$ cat src/rtl/cp0_exception_unit.sv
// CP0 register file and exception/interrupt arbiter in the M stage of the P7 pipeline.
// Optional Count register (addr 9) is enabled by defining CP0_COUNT_EN.
module cp0_exception_unit #(
    parameter logic [31:0] PRID         = 32'h4D495053,
    parameter logic [31:0] HANDLER_ADDR = 32'h0000_4180
) (
    input  logic        clk,
    input  logic        reset,
    input  logic        overflow_in,
    input  logic [4:0]  exc_code_in,
    input  logic [31:0] pc_in,
    input  logic        bd_in,
    input  logic [5:0]  hw_int,
    input  logic        cp0_we,
    input  logic [4:0]  cp0_addr,
    input  logic [31:0] cp0_din,
    input  logic        eret_in,
    output logic [31:0] cp0_dout,
    output logic [31:0] epc_out,
    output logic        req,
    output logic [31:0] handler_pc
);

    localparam logic [4:0] ADDR_COUNT = 5'd9;
    localparam logic [4:0] ADDR_SR    = 5'd12;
    localparam logic [4:0] ADDR_CAUSE = 5'd13;
    localparam logic [4:0] ADDR_EPC   = 5'd14;
    localparam logic [4:0] ADDR_PRID  = 5'd15;
    localparam logic [4:0] EXC_OV     = 5'd12;

    logic [5:0]  sr_im;
    logic        sr_exl;
    logic        sr_ie;
    logic        cause_bd;
    logic [5:0]  cause_ip;
    logic [4:0]  cause_exc;
    logic [31:0] epc;

    logic [4:0]  exc_sel;
    logic        int_req;
    logic        exc_req;
    logic [31:0] epc_next;

    // NOTE: every combinational output gets a default first so no latch is inferred.
    always_comb begin
        exc_sel = exc_code_in;
        if (exc_code_in == 5'd0)
            exc_sel = overflow_in ? EXC_OV : 5'd0;
    end

    assign int_req    = (|(hw_int & sr_im)) & sr_ie & ~sr_exl;
    assign exc_req    = (exc_sel != 5'd0) & ~sr_exl;
    assign req        = int_req | exc_req;
    assign epc_next   = (bd_in ? pc_in - 32'd4 : pc_in) & 32'hFFFF_FFFC;
    assign epc_out    = epc;
    assign handler_pc = HANDLER_ADDR;

    // NOTE: state uses non-blocking assignments; the eret clear below relies on last-NBA-wins.
    always_ff @(posedge clk) begin
        if (reset) begin
            sr_im     <= 6'd0;
            sr_exl    <= 1'b0;
            sr_ie     <= 1'b0;
            cause_bd  <= 1'b0;
            cause_ip  <= 6'd0;
            cause_exc <= 5'd0;
            epc       <= 32'd0;
        end else begin
            cause_ip <= hw_int;
            if (req) begin
                sr_exl    <= 1'b1;
                cause_exc <= int_req ? 5'd0 : exc_sel;
                cause_bd  <= bd_in;
                epc       <= epc_next;
            end else begin
                if (cp0_we && cp0_addr == ADDR_SR) begin
                    sr_im  <= cp0_din[15:10];
                    sr_exl <= cp0_din[1];
                    sr_ie  <= cp0_din[0];
                end
                if (cp0_we && cp0_addr == ADDR_EPC)
                    epc <= cp0_din & 32'hFFFF_FFFC;
                // Same-cycle mtc0 SR is applied first, then eret clears EXL.
                if (eret_in)
                    sr_exl <= 1'b0;
            end
        end
    end

`ifdef CP0_COUNT_EN
    logic [31:0] count;

    always_ff @(posedge clk) begin
        if (reset)
            count <= 32'd0;
        else if (cp0_we && !req && cp0_addr == ADDR_COUNT)
            count <= cp0_din;
        else
            count <= count + 32'd1;
    end
`endif

    always_comb begin
        cp0_dout = 32'd0;
        case (cp0_addr)
`ifdef CP0_COUNT_EN
            ADDR_COUNT: cp0_dout = count;
`endif
            ADDR_SR:    cp0_dout = {16'd0, sr_im, 8'd0, sr_exl, sr_ie};
            ADDR_CAUSE: cp0_dout = {cause_bd, 15'd0, cause_ip, 3'd0, cause_exc, 2'd0};
            ADDR_EPC:   cp0_dout = epc;
            ADDR_PRID:  cp0_dout = PRID;
            default:    cp0_dout = 32'd0;
        endcase
    end

endmodule

$ cat config.mk
export PLATFORM = sky130hd
export DESIGN_NAME = cp0_exception_unit
export DESIGN_NICKNAME = d
export VERILOG_FILES = /design/src/rtl/cp0_exception_unit.sv
export SDC_FILE = /design/constraint.sdc
export NUM_CORES = 1
export LEC_CHECK = 0
export CORE_ASPECT_RATIO = 0.6
export CORE_MARGIN = 4
export CORE_UTILIZATION = 30
export DETAILED_ROUTE_END_ITERATION = 12
export HOLD_SLACK_MARGIN = 0.06
export PLACE_DENSITY = 0.65
export SLEW_MARGIN = 20
export SYNTH_ARGS = -nofsm -noshare
export SYNTH_HDL_FRONTEND = slang
export SYNTH_SLANG_ARGS = --single-unit
$ cat constraint.sdc
create_clock -name clk -period 2.3 [get_ports clk]
set_input_delay 0.46 -clock clk [delete_from_list [all_inputs] [get_ports clk]]
set_output_delay 0.46 -clock clk [all_outputs]
set_load 0.01 [all_outputs]
Yosys cells after proc, flatten, opt, wreduce, memory -nomap -nowiden
Index checks and enable logic that the tools add are counted.
{"block": "word_totals", "inputBits": 86, "out_inout_bits": 97, "regBits": 50}
{"block": "op_classes", "n_eq_ne": 4, "reduce_logical": 8, "n_bitwise": 7, "add_sub_neg": 1, "mux": 10}
{"op": "$pmux W32 S4", "n": 1}
{"op": "$mux W32", "n": 3}
{"op": "$sub A32 B3 Y32 const B", "n": 1}
{"op": "$eq A5 B4 Y1 const B", "n": 4}
{"op": "$mux W5", "n": 2}
{"op": "$and A6 B6 Y6", "n": 1}
{"op": "$reduce_or A6 Y1", "n": 1}
{"op": "$logic_not A5 Y1", "n": 1}
{"op": "$reduce_bool A5 Y1", "n": 1}
{"op": "$mux W4", "n": 1}
{"op": "$and A1 B1 Y1", "n": 3}
{"op": "$mux W1", "n": 3}
{"op": "$reduce_bool A3 Y1", "n": 1}
{"op": "$logic_and A1 B1 Y1", "n": 2}
{"op": "$not A1 Y1", "n": 2}
{"op": "$reduce_and A2 Y1", "n": 1}
{"op": "$reduce_bool A2 Y1", "n": 1}
{"op": "$or A1 B1 Y1", "n": 1}

Logic depth before layout (Yosys ltp)
Gate-level depths: netlist (run 1).
{"block": "depth", "ltp_word": 7, "ltp_mapped": 7, "ltp_nobuf": 7}

Worst setup path before layout (run 1)
Ideal clock, no wire load.
{"block": "synth_path", "path_kind": "in2reg", "start": "input bd_in", "end": "register epc[27], in the netlist epc_out[27]", "setup_ps": 115, "stages": 7, "slack_ps": 3, "arrival_time_ps": 2183, "n_path_buf": 2, "cell_sequence": "buf_6 > or4b_4 > or4_4 > buf_6 > nor4_4 > xor2_1 > o21a_1"}
{"block": "synth_between", "elab_chain_cells": 2}
{"element": "from (decl)", "line": "12", "source": "input logic bd_in,"}
{"element": "$mux W32", "line": "54", "source": "assign epc_next = (bd_in ? pc_in - 32'd4 : pc_in) & 32'hFFFF_FFFC;"}
{"element": "$mux W32", "line": "70", "source": "if (req) begin"}
{"element": "to (signal assigned)", "line": "74", "source": "epc <= epc_next;"}
{"element": "to (signal assigned)", "line": "82", "source": "epc <= cp0_din & 32'hFFFF_FFFC;"}
{"element": "to (decl)", "line": "37", "source": "logic [31:0] epc;"}
No other way between the ends.
A chain may end at the register's enable or synchronous reset.

Worst setup path in the final report (run 1)
{"block": "layout_path", "start": "input hw_int[3]", "end": "output req"}
{"block": "layout_between", "elab_chain_cells": 5}
{"element": "from (decl)", "line": "13", "source": "input logic [5:0] hw_int,"}
{"element": "$and A6 B6 Y6", "line": "51", "source": "assign int_req = (|(hw_int & sr_im)) & sr_ie & ~sr_exl;"}
{"element": "$reduce_or A6 Y1", "line": "51"}
{"element": "$and A1 B1 Y1 (2 in a row)", "line": "51"}
{"element": "$or A1 B1 Y1", "line": "53", "source": "assign req = int_req | exc_req;"}
{"element": "to (decl)", "line": "20", "source": "output logic req,"}
No other way between the ends.

==> results.txt, run 1 <==
- Counting distinct cell types in the post-synthesis netlist gives 49.
- The floorplan step set the die height to 91.0 um.
* Largest family of logic cells by synthesized area: simple AND/OR/NAND/NOR gates
- Global routing consumed, on the met2 layer, 27.0% of the routing resources.
- The design draws 2.49 mW.
- Yosys warning count: 0
- Routed vias/inst: 4.88
* Cell-internal power: 1.76 mW
- The first global-routing pass estimated 20.3 mm of wire.
* Count of routing violations after the opening detailed-route iteration: 237
- Most Used Layer, Global Route: met1
- Between clock sinks in the finished design, the worst skew comes to 0.00387 ns.
- Root buffer cell: clkbuf_16
* Number of diodes added for antenna fixing: 0
* Area share of and/or/nand/nor cells after synthesis: 23.2%
- Buffers placed on the I/O ports in this run total 146.
- Final cycle utilization of the critical path: 97.7%
- The wire-length estimate of the detail-placed layout is 10.7 mm.
* Per-cell routed wire length: 17.7 um
* Area post-placement: 0.00538 mm2
- Core Area: 0.0113 mm2
* Worst skew pair latency: 0.29 ns
* Hold-fix buffer count after cts: 0
- Overall die area: 0.0133 mm2
* Highest ir drop seen on vdd: 282 uV
- Number of global-route vias before repair: 3662
* Util after Layout: 50.1%
- Layout filler cell count: 1064
- Xor-xnor portion of the synthesized cell area: 7.11%
* Worst hold path class: reg2reg
- TritonCTS clock tree: done
* Crit end category: output port
- Number of nets in the finished design: 692
* Final design instance area without fill: 0.00564 mm2
- In the final layout, the multi-input gates occupy 0.00228 mm2.
- Most common cell after layout, fill and taps aside: clkdlybuf4s50_1
* Clock period minus worst slack: 2.25 ns
- In this run the number of H-tree levels came out at 2.
- Share of total power in combinational logic: 29.5%
* Switching part of the total: 29.1%
* Arrival time of data at the critical path endpoint: 1.79 ns
- Nature of the critical path startpoint: input pin
- The total overflow left after global routing is 0.
- Headroom to the max-slew limit came out at 61.2%.
* Initial core utilization: 30.6%
- The initial antenna violation count came to 1.
- Maximum clock insertion buffer count: 2
- The cell count after synthesis came out at 409.
- In this run the worst path has a maximum fanout of 2.
- Number of setup violations in the final report: 0
* Required time at the worst-slack endpoint: 1.84 ns
- Summed over all failing endpoints, the final setup total negative slack is 0 ns.
- The critical path is of the in2out type.
- For this design the ratio of total power to cell area is 441 mW/mm2.
- Global routing used 18.9% of the available tracks.
* Residual DRC count: 0
- Hold Worst Slack: 0.478 ns
- Entering global routing, the biggest net connects 47 pins.
* Remaining number of nets flagged by the antenna check after routing: 0
- For this design the top-level I/O count stands at 183.
* WL final: 13.3 mm
- Of the total synthesized cell area, the portion taken by full adders, half adders and majority gates is 0.363%.
- Count of pins over their slew limit: 0
* Fraction of layout instances using a drive strength above 1: 22.6%
- Number of buffers created by CTS: 5
- For this run, global-route usage on met1 was measured as 28.5%.
* RD Place Congestion: 0.875
- Count of vias placed by the detailed router: 3661
- Transition at the pin with the smallest max-transition slack: 0.582 ns
- Syn-to-layout area delta: 63.6%
- Max-cap violations in this run came to 0.
* Fraction of met3 tracks used by global routing: 5.74%
* RSZ-0062 raised after global routing: false
* DIE WIDTH: 146 um
* Most frequent cells in the layout: clkdlybuf4s50_1 (90), buf_4 (63), nor2_1 (60)
- Clock-pin slew on the worst setup and hold paths: 0.07 ns
- Part of the total power dissipated in sequential elements: 39.6%
- Reported leakage power: 2.66 nW
* Clock tree sinks: 50
* Total of flip-flops plus latches after synthesis: 50
* Area fraction in compound gates after synthesis: 15.8%
* Status: finished clean
* Final Hold Viols: 0
* Floorplan row count: 30
- Dividing the synthesized area by the synthesized cell count gives 8.43 um2.
- In this run the power spent charging and discharging nets is 0.724 mW.
- Sequential cell area fraction in the yosys report: 29.0%
- Multiplexer area fraction after synthesis: 12.9%
- For this run, the top clock speed supported by timing is 0.445 GHz.
* Pre-Repair DR Iteration Count: 4
- Netlist Area Pre-Place: 0.00345 mm2
- Share of power burned in the clock network: 30.8%
- Storage element area: 0.00100 mm2
## Yosys cell counts (all sizes together)
library cell | instances | area share [%]
a211oi | 16 | 3.5
a21boi | 1 | 0.22
a21o | 11 | 2.4
a21oi | 24 | 3.9
a22oi | 8 | 1.7
a311oi | 1 | 0.25
and3 | 11 | 2.0
and3b | 1 | 0.25
buf | 44 | 9.1
clkbuf | 16 | 1.7
conb | 2 | 0.22
dfxtp | 50 | 29
ha | 1 | 0.36
inv | 5 | 0.54
mux2 | 4 | 1.3
mux2i | 40 | 12
nand2 | 12 | 1.3
nand2b | 1 | 0.18
nand3 | 4 | 0.58
nand3b | 1 | 0.22
nand4 | 4 | 0.73
nor2 | 61 | 6.6
nor2b | 9 | 1.6
nor3 | 10 | 2.4
nor3b | 2 | 0.58
nor4 | 13 | 3.0
nor4b | 2 | 0.87
nor4bb | 1 | 0.29
o21a | 3 | 0.65
o21ai | 3 | 0.44
o221a | 6 | 2.0
o31a | 2 | 0.51
o31ai | 1 | 0.22
or2 | 1 | 0.18
or3 | 4 | 0.73
or4 | 5 | 1.3
or4b | 1 | 0.40
xnor2 | 20 | 5.1
xor2 | 8 | 2.0
## what timing repair did
item,4_1_cts,5_1_grt
setup endpoints to repair,72,35
buffers inserted,3,2
gates resized for setup,88,26
pin swaps,9,8
## power groups by stage
stage	Combinational (mW)	Clock, mW	Sequential, mW
global placement	0.705	0	1.00
finish	0.734	0.766	0.985
global route	0.785	0.832	0.994
floorplan	0.310	0	1.01
detailed placement	0.717	0	1.00
CTS	0.723	0.790	0.985
## registers in the layout, indices dropped and copies added (netlist names)
| name | flops |
|---|---|
| cause_bd | 1 |
| sr_exl | 1 |
| epc_out | 30 |
| cause_exc | 5 |
| cause_ip | 6 |
| sr_im | 6 |
| sr_ie | 1 |
## final cells by class
| cell class | instances | area share, % |
|---|---|---|
| Multi-Input combinational cell | 326 | 40.5 |
| Timing Repair Buffer | 217 | 35.6 |
| Sequential cell | 50 | 17.7 |
| Tap cell | 144 | 3.19 |
| Clock buffer | 7 | 2.53 |
| Inverter | 5 | 0.333 |
| Clock inverter | 1 | 0.155 |
## final timing paths
kind | cells after the start | start | end | slack [ns]
max reg2reg | 8 | sr_im[3]$_SDFFE_PP0P_ | epc_out[15]$_SDFFE_PP0P_ | 0.54
min reg2reg | 2 | cause_bd$_SDFFE_PP0P_ | cause_bd$_SDFFE_PP0P_ | 0.48
min | 2 | cause_bd$_SDFFE_PP0P_ | cause_bd$_SDFFE_PP0P_ | 0.48
max | 7 | hw_int[3] | req | 0.05
## cell families after synthesis
kind of cell	count (synthesis)
compound gates	76
buf+inv	65
flops	50
fa+ha+maj	1
other cells	2
simple gates	143
xor+xnor	28
mux	44
## critical path, stage by stage
cell	delay, ns
clkdlybuf4s50_1	0.51
a22oi_2	0.11
a311oi_2	0.31
buf_4	0.18
nor2_4	0.04
inv_2	0.07
buf_6	0.10
## per-stage QoR
step	worst slack (ns)	instances
3_3_place_gp	-0.593	737
6_report	0.0537	750
2_1_floorplan	0.00276	441
4_1_cts	-0.135	748
5_1_grt	0.00719	750
3_5_place_dp	-0.618	737
## metal layers
layer / wire length (um) / part of all wire, %
met1: 6720 / 51
met4: 21 / 0.16
met5: 13 / 0.098
met2: 5490 / 41
met3: 1040 / 7.8
(Power assumes the default switching activity.)
==> run 2, diff against run 1 <==
--- a/config.mk
+++ b/config.mk
@@ -8,6 +8,7 @@
 export CORE_ASPECT_RATIO = 0.6
 export CORE_MARGIN = 4
 export CORE_UTILIZATION = 30
+export CTS_CLUSTER_SIZE = 40
 export DETAILED_ROUTE_END_ITERATION = 12
 export HOLD_SLACK_MARGIN = 0.06
 export PLACE_DENSITY = 0.65
==> results of run 2 <==
Same layout as run 1: the final DEF is identical, and so are final timing and power.
==> run 3, diff against run 2 <==
--- a/config.mk
+++ b/config.mk
@@ -8,10 +8,12 @@
 export CORE_ASPECT_RATIO = 0.6
 export CORE_MARGIN = 4
 export CORE_UTILIZATION = 30
+export CTS_BUF_LIST = sky130_fd_sc_hd__clkbuf_2
 export CTS_CLUSTER_SIZE = 40
 export DETAILED_ROUTE_END_ITERATION = 12
 export HOLD_SLACK_MARGIN = 0.06
 export PLACE_DENSITY = 0.65
+export SETUP_SLACK_MARGIN = 0.05
 export SLEW_MARGIN = 20
 export SYNTH_ARGS = -nofsm -noshare
 export SYNTH_HDL_FRONTEND = slang
==> results.txt, run 3 (synthesis gave the netlist of run 1 again) <==
- The clock insertion delay at the later pin of the skew report is 0.46 ns (+0.17 ns).
- The critical path is of the in2reg type.
* Maximum number of pins on one net before global-route repair: 47 (unchanged)
- Worst Min Path Start: exc_code_in[2]
- The tightest slew margin relative to the limit was 65.2% (+4.0 points).
* Worst slack after detailed placement: -0.645 ns (-0.0268 ns)
- Maximum clock frequency: 0.443 GHz (-0.51%)
- Clock-pin slew on the worst setup and hold paths: 0.29 ns (+0.22 ns)
- The startpoint identified for the worst register-to-register timing path is sr_im[1]$_SDFFE_PP0P_.
- The worst setup path is captured at a flop.
* Remaining number of nets flagged by the antenna check after routing: 0 (unchanged)
* Root buffer cell: clkbuf_2
- Slowest stage cell, crit path: or4b_4
* Final cycle utilization of the critical path: 98.2% (+0.50 points)
* Highest ir drop seen on vdd: 200 uV (-29%)
- Overall die area: 0.0133 mm2 (unchanged)
- The total clock sinks was 50 (unchanged).
- Per-cell routed wire length: 17.4 um (-1.5%)
- The worst hold path belongs to the class in2reg.
- Number of global-route vias before repair: 3675 (+0.35%)
* DP HPWL: 10.9 mm (+2.0%)
* Overall track demand over capacity in global routing: 19.2% (+0.26 points)
- The worst register-to-register path ends at epc_out[9]$_SDFFE_PP0P_.
* Setup slack after layout: 0.0422 ns (-0.0115 ns)
* Pre-Repair DR Iteration Count: 4 (unchanged)
* I/O pin total: 183 (unchanged)
- CP top delay family: simple AND/OR/NAND/NOR gates
- H-tree depth: 2 (unchanged)
* CP startpoint: pc_in[6]
* Count of vias placed by the detailed router: 3646 (-0.41%)
* Initial core utilization: 30.6% (unchanged)
- Most frequent cells in the layout: clkdlybuf4s50_1 (106), buf_4 (77), nor2_1 (60)
- The peak per-stage delay on the critical path was 0.58 ns (+0.07 ns).
- The critical path arrival came to 2.70 ns (+0.91 ns).
* Number of nets in the finished design: 705 (+1.9%)
- The worst setup path is launched from an input pin.
- The final weighted congestion in routability-driven placement is 0.837 (-4.3%).
* Floorplan row count: 30 (unchanged)
- The end-of-flow core utilization was 49.4% (-0.70 points).
* Status: finished clean
- DIE WIDTH: 146 um (unchanged)
- Power density over the cells: 402 mW/mm2 (-8.7%)
- The aggregate global routing overflow is 0 (unchanged).
- Total met3 wirelength after detailed routing: 961 um (-7.5%)
- Maximum clock insertion buffer count: 2 (unchanged)
- Residual DRC count: 0 (unchanged)
* Fraction of layout instances using a drive strength above 1: 25.5% (+2.9 points)
- Core Area: 0.0113 mm2 (unchanged)
- The final setup violation count came to 0 (unchanged).
* Syn-to-layout area delta: 61.3%
- R2r worst-path depth: 7 (-1)
- Count of routing violations after the opening detailed-route iteration: 166 (-30%)
- The vertical extent of the die came to 91.0 um (unchanged).
- The static power due to leakage is 2.55 nW (-4.2%).
* Clock period minus worst slack: 2.26 ns (+0.0115 ns)
- The critical path goes through clkdlybuf4s50_1, or4b_4, or4_4, nor4_4, xor2_1, o21a_1.
- Max FFs per register: 30 (unchanged)
* First-pass GRT wire length: 20.4 mm (+0.65%)
* Count of pins over their slew limit: 0 (unchanged)
- The max-cap check violation count is 0 (unchanged).
* Hold-fix buffer count after cts: 0 (unchanged)
- Layout filler cell count: 1078 (+1.3%)
- Input/output buffers: 146 (unchanged)
- The wire length the detailed router placed on met1 is 6.93 mm (+3.1%).
- Initial antenna violation count: 0 (-1)
* RSZ-0062 raised after global routing: true
* Post-Route Skew: 0.0235 ns (+0.0196 ns)
* Final Hold Viols: 0 (unchanged)
- The met2 routed wirelength is 5.37 mm (-2.2%).
- The library cell used most frequently in the layout, excluding fill and tap cells, is clkdlybuf4s50_1.
- Routed vias/inst: 4.77 (-2.2%)
* Placed insts: 749 (+1.6%)
- Flop-to-flop setup slack: 0.45 ns (-0.09 ns)
* Buf+Inv Stages, Crit Path: 1 (-3)
- In this run the top signal layer used is met4.
* Crit path max fanout: 5 (+3)
* Required time at the worst-slack endpoint: 2.75 ns (+0.91 ns)
- The number of non-filler instances in the completed layout is 764 (+1.9%).
* Transition at the pin with the smallest max-transition slack: 0.522 ns (-0.0593 ns)
* End point of the worst hold path: cause_exc[2]$_SDFFE_PP0P_
- The hold path depth is 2 (unchanged).
- The final wirelength came to 13.3 mm (+0.30%).
- The number of buffers added by the clock tree synthesis step is 5 (unchanged).
* TritonCTS clock tree: done
run 3: worst max-delay path by stage:
stage | slack (ns) | cells after the start | to
floorplan | 0.08 | 6 | epc_out[25]$_SDFFE_PP0P_
global placement | -0.65 | 6 | req
detailed placement | -0.64 | 6 | req
CTS | -0.21 | 6 | req
global route | 0.01 | 6 | req
finish | 0.04 | 6 | epc_out[27]$_SDFFE_PP0P_
run 3: timing repair:
action / CTS / global route
setup endpoints to repair: 35 / 21
gates resized for setup: 101 / 23
pin swaps: 4 / 3
setup buffers: 6 / 0
run 3: report_power, final:
part | total, mW | switching, mW | leakage, nW | internal (mW)
Clock | 0.508 | 0.318 | 0.0436 | 0.190
Sequential | 0.989 | 0.0543 | 0.415 | 0.934
Combinational | 0.740 | 0.338 | 2.09 | 0.403
run 3: layout make-up:
type	count	area (um2)	share of cell area, %
antenna	1	2.50	0.0450
clock buffer	5	25.0	0.450
clock inverter	3	47.5	0.855
inverter	5	18.8	0.337
multi-input combinational	326	2240	40.3
sequential	50	1000	18.0
tap	144	180	3.24
timing repair buffer	230	2040	36.7
run 3: stage by stage:
step | power [mW] | hold WS, ns | setup TNS (ns) | cell area (um2)
4_1_cts | 2.25 | 0.414 | -0.210 | 5540
6_report | 2.24 | 0.306 | 0 | 5560
3_5_place_dp | 1.73 | 0.502 | -28.48 | 5500
3_3_place_gp | 1.72 | 0.498 | -26.57 | 5500
2_1_floorplan | 1.32 | 0.436 | 0 | 3580
5_1_grt | 2.37 | 0.249 | 0 | 5560
run 3: routing by layer:
metal  track usage, %  vias to the layer above
li1                 -                     1806
met1             30.1                     1698
met2             26.8                      135
met3             4.39                        7
met5                0                        -
met4             2.66                        0
